==> src/rtl/midi_note_parser.sv <==
// Monophonic MIDI Note On/Off decoder for one channel (or omni), with running
// status and real-time byte passthrough; drives the note-to-ticks lookup.
//
// state | meaning
// IDLE  | no running status, data bytes dropped
// D1    | running status valid, awaiting first data byte
// D2    | first data byte latched, awaiting second
module midi_note_parser #(
   parameter logic [3:0] CHANNEL = 4'd0,
   parameter logic       OMNI    = 1'b0
) (
   input  logic       mclk,
   input  logic       rst_n,
   input  logic [7:0] rx_byte,
   input  logic       rx_valid,
   output logic [7:0] midiNoteNumber,
   output logic [6:0] velocity,
   output logic       gate,
   output logic       note_strobe
);

   typedef enum logic [1:0] {IDLE, D1, D2} state_t;

   state_t     state, state_nxt;
   logic [3:0] rs_type, rs_type_nxt;
   logic       rs_match, rs_match_nxt;
   logic       expect2, expect2_nxt;
   logic [6:0] data1, data1_nxt;
   logic [6:0] note, note_nxt;
   logic [6:0] vel_nxt;
   logic       gate_nxt;
   logic       strobe_nxt;
   logic       is_note_msg;

   assign midiNoteNumber = {1'b0, note};
   assign is_note_msg    = rs_match && ((rs_type == 4'h8) || (rs_type == 4'h9));

   always_ff @(posedge mclk or negedge rst_n) begin
      if (!rst_n) begin
         state       <= IDLE;
         rs_type     <= 4'h0;
         rs_match    <= 1'b0;
         expect2     <= 1'b0;
         data1       <= 7'h00;
         note        <= 7'h00;
         velocity    <= 7'h00;
         gate        <= 1'b0;
         note_strobe <= 1'b0;
      end else begin
         state       <= state_nxt;
         rs_type     <= rs_type_nxt;
         rs_match    <= rs_match_nxt;
         expect2     <= expect2_nxt;
         data1       <= data1_nxt;
         note        <= note_nxt;
         velocity    <= vel_nxt;
         gate        <= gate_nxt;
         note_strobe <= strobe_nxt;
      end
   end

   always_comb begin
      state_nxt    = state;
      rs_type_nxt  = rs_type;
      rs_match_nxt = rs_match;
      expect2_nxt  = expect2;
      data1_nxt    = data1;
      note_nxt     = note;
      vel_nxt      = velocity;
      gate_nxt     = gate;
      strobe_nxt   = 1'b0;

      if (rx_valid) begin
         if (rx_byte[7:3] == 5'b11111) begin
            // real-time bytes are transparent, even mid-message
         end else if (rx_byte[7:4] == 4'hF) begin
            state_nxt    = IDLE;
            rs_type_nxt  = 4'h0;
            rs_match_nxt = 1'b0;
            expect2_nxt  = 1'b0;
         end else if (rx_byte[7]) begin
            state_nxt    = D1;
            rs_type_nxt  = rx_byte[7:4];
            rs_match_nxt = OMNI || (rx_byte[3:0] == CHANNEL);
            expect2_nxt  = !((rx_byte[7:4] == 4'hC) || (rx_byte[7:4] == 4'hD));
         end else begin
            case (state)
               D1: begin
                  data1_nxt = rx_byte[6:0];
                  state_nxt = expect2 ? D2 : D1;
               end
               D2: begin
                  state_nxt = D1;
                  if (is_note_msg && (rs_type == 4'h9) && (rx_byte[6:0] != 7'h00)) begin
                     note_nxt   = data1;
                     vel_nxt    = rx_byte[6:0];
                     gate_nxt   = 1'b1;
                     strobe_nxt = 1'b1;
                  end else if (is_note_msg && gate && (data1 == note)) begin
                     // release only the most recent note (last-note priority)
                     gate_nxt   = 1'b0;
                     strobe_nxt = 1'b1;
                  end
               end
               default: begin
               end
            endcase
         end
      end
   end

endmodule

==> config.mk <==
export PLATFORM = sky130hd
export DESIGN_NAME = midi_note_parser
export DESIGN_NICKNAME = d
export VERILOG_FILES = /design/src/rtl/midi_note_parser.sv
export SDC_FILE = /design/constraint.sdc
export NUM_CORES = 1
export LEC_CHECK = 0
export ABC_CLOCK_PERIOD_IN_PS = 1600
export CORE_ASPECT_RATIO = 2
export CORE_MARGIN = 2
export CORE_UTILIZATION = 37
export CTS_BUF_LIST = sky130_fd_sc_hd__clkbuf_2
export DETAILED_ROUTE_END_ITERATION = 7
export DONT_BUFFER_PORTS = 1
export PLACE_DENSITY = 0.54
export SYNTH_ARGS = -nofsm -noshare
export SYNTH_HDL_FRONTEND = slang
export SYNTH_SLANG_ARGS = --single-unit
==> constraint.sdc <==
create_clock -name mclk -period 1.6 [get_ports mclk]
set_input_delay 0.32 -clock mclk [delete_from_list [all_inputs] [get_ports mclk]]
set_output_delay 0.32 -clock mclk [all_outputs]
set_load 0.03 [all_outputs]
==> metrics.log, run 1 <==
[metrics] final core utilization: 45.9%
[metrics] vias in the first global route: 873
[metrics] DIE WIDTH: 47.7 um
[metrics] FMAX: 571 MHz
[metrics] nets in the synthesized netlist: 117
[metrics] Worst Hold Class: in -> reg
[metrics] clock-pin slew on the worst setup and hold paths: 0.15 ns
[metrics] nets: 133
[metrics] largest fanout of any net on the critical path: 7
[metrics] Setup WS pre-CTS: -0.402 ns
[metrics] mean number of vias per cell: 5.02
[metrics] number of placed instances, taps included: 157
[metrics] gate count after technology mapping: 104
[metrics] antenna violations before repair: 0
[metrics] estimated wirelength of the detail-placed design: 1.98 mm
[metrics] number of placement rows: 31
[metrics] area of the placeable core: about 0.0036 sq mm
[metrics] number of clock sinks seen by CTS: 31
[metrics] clock network latency to the later pin of the worst-skew pair: roughly 0.36 ns
[metrics] most used cells in the layout excluding fill and tap cells: dfrtp_1, mux2_4, mux2_2
[metrics] Total Routing Usage GR: 14.4%
[metrics] RSZ-0062 raised after global routing: yes
[metrics] Cell Count, Final, Fillers Out: 170
[metrics] most area-hungry cell type in the Yosys netlist: dfrtp_1
[metrics] routability cong.: 0.781
[metrics] VDD IR-drop max: 732 uV
[metrics] post-detailed-route count of antenna-violating nets: 0
[metrics] Cell Area, Placed: 0.00150 sq mm
[metrics] fin. max-slew vios: 0
[metrics] power density over the cells: 1040 mW/mm^2
[metrics] initial core utilization: 38.7%
[metrics] synthesized area per cell: 13.6 sq um
[metrics] count of boundary I/O pins: 28
[metrics] mapped cell area: about 0.0014 sq mm
[metrics] drt drc: 0
[metrics] Yosys warning total: 0
[metrics] most common cell after layout, fill and taps aside: dfrtp_1
[metrics] Overflow after GRT: 0
[metrics] overall die area: approximately 0.0044 sq mm
[metrics] sequential-to-total area share from yosys stat: 54.9%
[metrics] TritonCTS clock tree: done
[metrics] Worst setup EP type: flop
[metrics] violated checks: setup timing
[metrics] Worst Setup Slack, final: -0.150 ns
[metrics] Crit Reg-Reg Startpoint: state[0]
[metrics] overall power after layout: 1.75 mW
[metrics] total routed wirelength: 2.81 mm
[metrics] worst setup path startpoint: state[0]
[metrics] routed length per placed instance: 16.5 um
[metrics] first drt pass iteration count: 4
[metrics] worst hold slack after final layout: ~0.090 ns
[metrics] clock period minus final worst setup slack: 1.75 ns
[metrics] number of filler instances in the final layout: 353
[metrics] synth-to-layout area growth: 18.5%
[metrics] Worst EP required: 1.86 ns
[metrics] static power due to leakage: 0.796 nW
[metrics] Synth Register Bits: 31
[metrics] final number of hold-violating endpoints: 0
[metrics] setup total negative slack: -1.82 ns
[metrics] worst path arrival time: 2.01 ns
[metrics] path type of the worst setup path: reg -> reg
[metrics] y dimension of the die: 91.4 um
[metrics] antenna fix cells: 0
[metrics] number of buffer cells added on primary ports: 0
[metrics] Detailed Route Iter0 Violations: 17
[metrics] share of layout cells above drive strength 1: 39.7%
[metrics] type of origin of the critical path: flop
[metrics] Vias: ~850
[metrics] reported max-cap violation count: 0
[metrics] maximum count of clock buffers along a single path: 2
[metrics] Final setup viols: 15
[metrics] clock skew: 0.00833 ns
[metrics] top area cells in the synthesized netlist: dfrtp_1, mux2_2, mux2_4, xor2_1, a22o_1
[metrics] post-route cell area: about 0.0017 sq mm
[metrics] largest net degree at the start of global routing: 32
[metrics] post-synth top area share: 54.9%
[metrics] Synth cell types: 31
[metrics] first-pass GRT wire length: ~4.4 mm
[metrics] run status: complete, but fails checks
[metrics] Num CTS Buffers: 5
[metrics] CTS HTree Levels: 2
[metrics] hold wc startpoint: rx_byte[5]
[metrics] Clock Root Buffer: clkbuf_2
[metrics] ratio of final minimum period to clock period: 109%
[power breakdown]
part           internal, mW  switching (mW)
Combinational         0.199           0.146
Sequential            0.912           0.113
Clock                 0.119           0.260
[cell usage after synthesis]
cell type  instances
a21o_1             2
a21o_2             1
a21oi_1            1
a22o_1             3
a32o_1             1
and3_1             2
buf_12             1
buf_4              1
buf_6              1
clkbuf_1           1
conb_1             1
dfrtp_1           31
ha_1               2
inv_1              4
mux2_2            14
mux2_4             8
nand2_1            3
nand2b_1           2
nand3_1            3
nand3b_1           1
nand4_1            1
nor2_1             2
nor3b_1            1
nor4_1             2
o21ai_0            4
o21bai_1           1
o31ai_1            1
or4_1              1
or4_4              1
xnor2_1            1
xor2_1             6
[state kept, by name (all words and copies together), names as in the netlist, 2 cells and up]
name,cells
data1,7
note,7
rs_type,4
state,2
velocity,7
[repair_timing]
item,in CTS,in global routing
endpoints found under the setup margin,16,16
endpoints found under the hold margin,31,0
gates resized for setup,11,4
hold buffers,2,0
gates cloned,1,0
pin swaps,3,2
setup buffers,2,1
[critical path: stages (launching register included)]
cell and delay, ns:
dfrtp_1 0.41, inv_1 0.07, ha_2 0.19, nand3_2 0.09, nor4_4 0.17, and3_4 0.28, buf_12 0.14, mux2_4 0.30
[area by class of cell]
cell class | count | area (sq um) | share of cell area, %
repair buffers | 13 | 153 | 9.12
flip-flops and latches | 31 | 776 | 46.3
inverters | 4 | 15.0 | 0.897
multi-input cells | 65 | 629 | 37.6
clock inverters | 1 | 5.00 | 0.299
well taps | 49 | 61.3 | 3.66
clock buffers | 7 | 35.0 | 2.09
[worst paths after layout]
path	slack (ns)	end	cells after the start
max in group asynchronous	1.04	velocity[0]	2
min in group asynchronous	0.39	note[4]	2
min reg2reg	0.52	rs_type[0]	1
max reg2reg	-0.15	velocity[2]	7
max	-0.15	velocity[2]	7
min	0.09	velocity[5]	1
[metal layers]
layer	track usage (%)	up-vias	part of all wire (%)
met1	15.6	423	37
met4	6.76	0	2.1
met3	5.37	5	5.0
li1	-	400	-
met5	0	-	0
met2	23.3	26	56
[logic make-up (layout without fill, tap and decap cells)]
kind of cell | after synthesis | count (layout) | synth area share, %
fa+ha+maj | 2 | 2 | 1.77
xor+xnor | 7 | 7 | 4.34
flops | 31 | 31 | 54.9
other cells | 1 | 1 | 0.265
simple gates | 19 | 19 | 7.88
mux | 22 | 22 | 19.7
compound gates | 14 | 14 | 7.09
buf+inv | 8 | 25 | 4.07
No activity file was read; power rests on OpenSTA's default activity.
==> run 2, diff against run 1 <==
Settings changed: REMOVE_ABC_BUFFERS set to 1.
==> metrics.log, run 2 (same netlist as run 1, synthesis figures left out) <==
[metrics] run status: complete, but fails checks (unchanged)
[metrics] violated checks: setup timing (unchanged)
[metrics] total routed wirelength: 2.92 mm (was 2.81 mm)
[metrics] most used cells in the layout excluding fill and tap cells: dfrtp_1, mux2_4, buf_4 (was dfrtp_1, mux2_4, mux2_2)
[metrics] antenna fix cells: 0 (unchanged)
[metrics] antenna violations before repair: 0 (unchanged)
[metrics] slack of the worst reg-to-reg path: -0.14 ns (was -0.15 ns)
[metrics] buffer and inverter count on the worst path: 2 (unchanged)
[metrics] clock skew: 0.0244 ns (was 0.00833 ns)
[metrics] synth-to-layout area growth: 24.7% (was 18.5%)
[metrics] kind of cell adding the most delay to the critical path: simple AND/OR/NAND/NOR gates (unchanged)
[metrics] post-detailed-route count of antenna-violating nets: 0 (unchanged)
[metrics] Worst EP required: 1.86 ns (about the same)
[metrics] routability cong.: 0.866 (was 0.781)
[metrics] Cell Area, Placed: 0.00153 sq mm (was 0.00150 sq mm)
[metrics] count of boundary I/O pins: 28 (unchanged)
[metrics] sw power: 0.562 mW (was 0.519 mW)
[metrics] fraction of power consumed by the clock network: 27.0% (was 21.7%)
[metrics] first drt pass iteration count: 4 (unchanged)
[metrics] VDD IR-drop max: 538 uV (was 732 uV)
[metrics] number of buffer cells added on primary ports: 0 (unchanged)
[metrics] estimated wirelength of the detail-placed design: 1.95 mm (was 1.98 mm)
[metrics] nets: 139 (was 133)
[metrics] Cell Count, Final, Fillers Out: 176 (was 170)
[metrics] Worst Setup Slack, final: -0.136 ns (was -0.150 ns)
[metrics] FMAX: 576 MHz (was 571 MHz)
[metrics] drt drc: 0 (unchanged)
[metrics] Setup WS pre-CTS: -0.429 ns (was -0.402 ns)
[metrics] Num CTS Buffers: 5 (unchanged)
[metrics] type of origin of the critical path: flop (unchanged)
[metrics] final number of hold-violating endpoints: 0 (unchanged)
[metrics] Hold EP: rs_type[0] (was velocity[5])
[metrics] cell chain of the critical path: inv_1 > ha_2 > nand3_2 > nor4_4 > and3_4 > buf_12 > mux2_4 (unchanged)
[metrics] worst-case reg-to-reg path depth: 7 (unchanged)
[metrics] number of placed instances, taps included: 160 (was 157)
[metrics] overall power after layout: 1.99 mW (was 1.75 mW)
[metrics] number of placement rows: 31 (unchanged)
[metrics] first-pass GRT wire length: 4.74 mm (was 4.37 mm)
[metrics] fin. max-slew vios: 0 (unchanged)
[metrics] Detailed Route Iter0 Violations: 22 (was 17)
[metrics] Crit Reg-Reg Startpoint: state[0] (unchanged)
[metrics] hold wc startpoint: rx_byte[4] (was rx_byte[5])
[metrics] post-route cell area: 0.00176 sq mm (was 0.00167 sq mm)
[metrics] number of filler instances in the final layout: 363 (was 353)
[metrics] ratio of final minimum period to clock period: 109% (about the same)
[metrics] overall die area: 0.00436 sq mm (unchanged)
[metrics] area of the placeable core: 0.00365 sq mm (unchanged)
[metrics] maximum count of clock buffers along a single path: 2 (unchanged)
[metrics] CTS HTree Levels: 2 (unchanged)
[metrics] worst setup path startpoint: state[0] (unchanged)
[metrics] DIE WIDTH: 47.7 um (unchanged)
[metrics] Worst setup EP type: flop (unchanged)
[metrics] most common cell after layout, fill and taps aside: dfrtp_1 (unchanged)
[metrics] Int Power: 1.43 mW (was 1.23 mW)
[metrics] peak per-stage delay on the critical path: 0.42 ns (was 0.41 ns)
[metrics] worst hold slack after final layout: 0.0599 ns (was 0.0895 ns)
[metrics] Final setup viols: 15 (unchanged)
[metrics] Largest regs: data1 (7), note (7), velocity (7) (unchanged)
[metrics] clock-pin slew on the worst setup and hold paths: 0.19 ns (was 0.15 ns)
[metrics] largest net degree at the start of global routing: 32 (unchanged)
[metrics] reported max-cap violation count: 0 (unchanged)
[metrics] sequential group share of total power: 51.5% (was 58.6%)
[metrics] Total Routing Usage GR: 15.5% (was 14.4%)
[metrics] clock network latency to the later pin of the worst-skew pair: 0.38 ns (was 0.36 ns)
[metrics] hold path cells: 1 (unchanged)
[metrics] share of layout cells above drive strength 1: 43.3% (was 39.7%)
[metrics] y dimension of the die: 91.4 um (unchanged)
[metrics] Overflow after GRT: 0 (unchanged)
[metrics] initial core utilization: 38.7% (unchanged)
[metrics] Vias: 896 (was 854)
[metrics] power density over the cells: 1130 mW/mm^2 (was 1040 mW/mm^2)
[metrics] path type of the worst setup path: reg -> reg (unchanged)
[metrics] routed length per placed instance: 16.6 um (was 16.5 um)
[metrics] RSZ-0062 raised after global routing: yes (unchanged)
[metrics] Clock Root Buffer: clkbuf_2 (unchanged)
[metrics] vias in the first global route: 957 (was 873)
[metrics] number of clock sinks seen by CTS: 31 (unchanged)
[metrics] clock period minus final worst setup slack: 1.74 ns (was 1.75 ns)
[metrics] setup total negative slack: -1.62 ns (was -1.82 ns)
[metrics] Worst Hold Class: in -> reg (unchanged)
[metrics] worst path arrival time: 2.00 ns (was 2.01 ns)
[metrics] power share of the combinational group: 21.5% (was 19.7%)
[metrics] slowest cell on the critical path: dfrtp_1 (unchanged)
[metrics] TritonCTS clock tree: done (unchanged)
[metrics] static power due to leakage: 0.844 nW (was 0.796 nW)
[metrics] final core utilization: 48.3% (was 45.9%)
[metrics] largest fanout of any net on the critical path: 8 (was 7)
[metrics] switching share of total power: 28.2% (was 29.6%)
[metrics] mean number of vias per cell: 5.09 (was 5.02)
[metrics] endpoint of the worst register-to-register path: velocity[6] (was velocity[2])
run 2: cell types whose count changed in the layout (fill, tap and decap cells not counted):
cell / previous run / this run
bufinv_16: 0 / 1
buf_4: 7 / 13
clkbuf_2: 7 / 5
or4_1: 1 / 0
clkinv_1: 0 / 1
or4_4: 1 / 2
nor3b_4: 0 / 1
nor3b_1: 1 / 0
mux2_2: 8 / 7
mux2_4: 14 / 15
run 2: area by class of cell:
class / instances / area, sq um / share of cell area, %
Sequential cell: 31 / 776 / 44.0
Clock buffer: 5 / 25.0 / 1.42
Inverter: 4 / 15.0 / 0.852
Multi-Input combinational cell: 65 / 648 / 36.8
Timing Repair Buffer: 19 / 198 / 11.2
Tap cell: 49 / 61.3 / 3.48
Clock inverter: 3 / 38.8 / 2.20
run 2: repair_timing:
action                                  in CTS  in global routing
endpoints found under the setup margin      15                 19
pin swaps                                    2                  3
buffers inserted                             4                  2
gates resized for setup                     13                  5
endpoints found under the hold margin       31                  0
hold buffers                                 2                  0
cloned                                       1                  0
run 2: power by group through the flow:
stage          clock network [mW]  logic (mW)  registers (mW)
2_1_floorplan                   0       0.248            1.02
3_3_place_gp                    0       0.349            1.03
3_5_place_dp                    0       0.360            1.03
4_1_cts                     0.555       0.412            1.02
5_1_grt                     0.584       0.490            1.04
6_report                    0.539       0.429            1.03
run 2: worst max path at each step:
stage	slack, ns	cells after the start	end
floorplan	-0.49	4	note[0]
global placement	-0.42	5	velocity[5]
detailed placement	-0.43	5	note[5]
CTS	-0.18	7	velocity[0]
global route	-0.21	7	velocity[6]
finish	-0.14	7	velocity[6]
run 2: routing by layer:
metal	vias up	global-route usage, %	part of all wire [%]
met5	-	0	0
met3	4	4.77	4.2
li1	417	-	-
met4	0	6.76	1.8
met1	448	17.3	37
met2	27	25.4	57
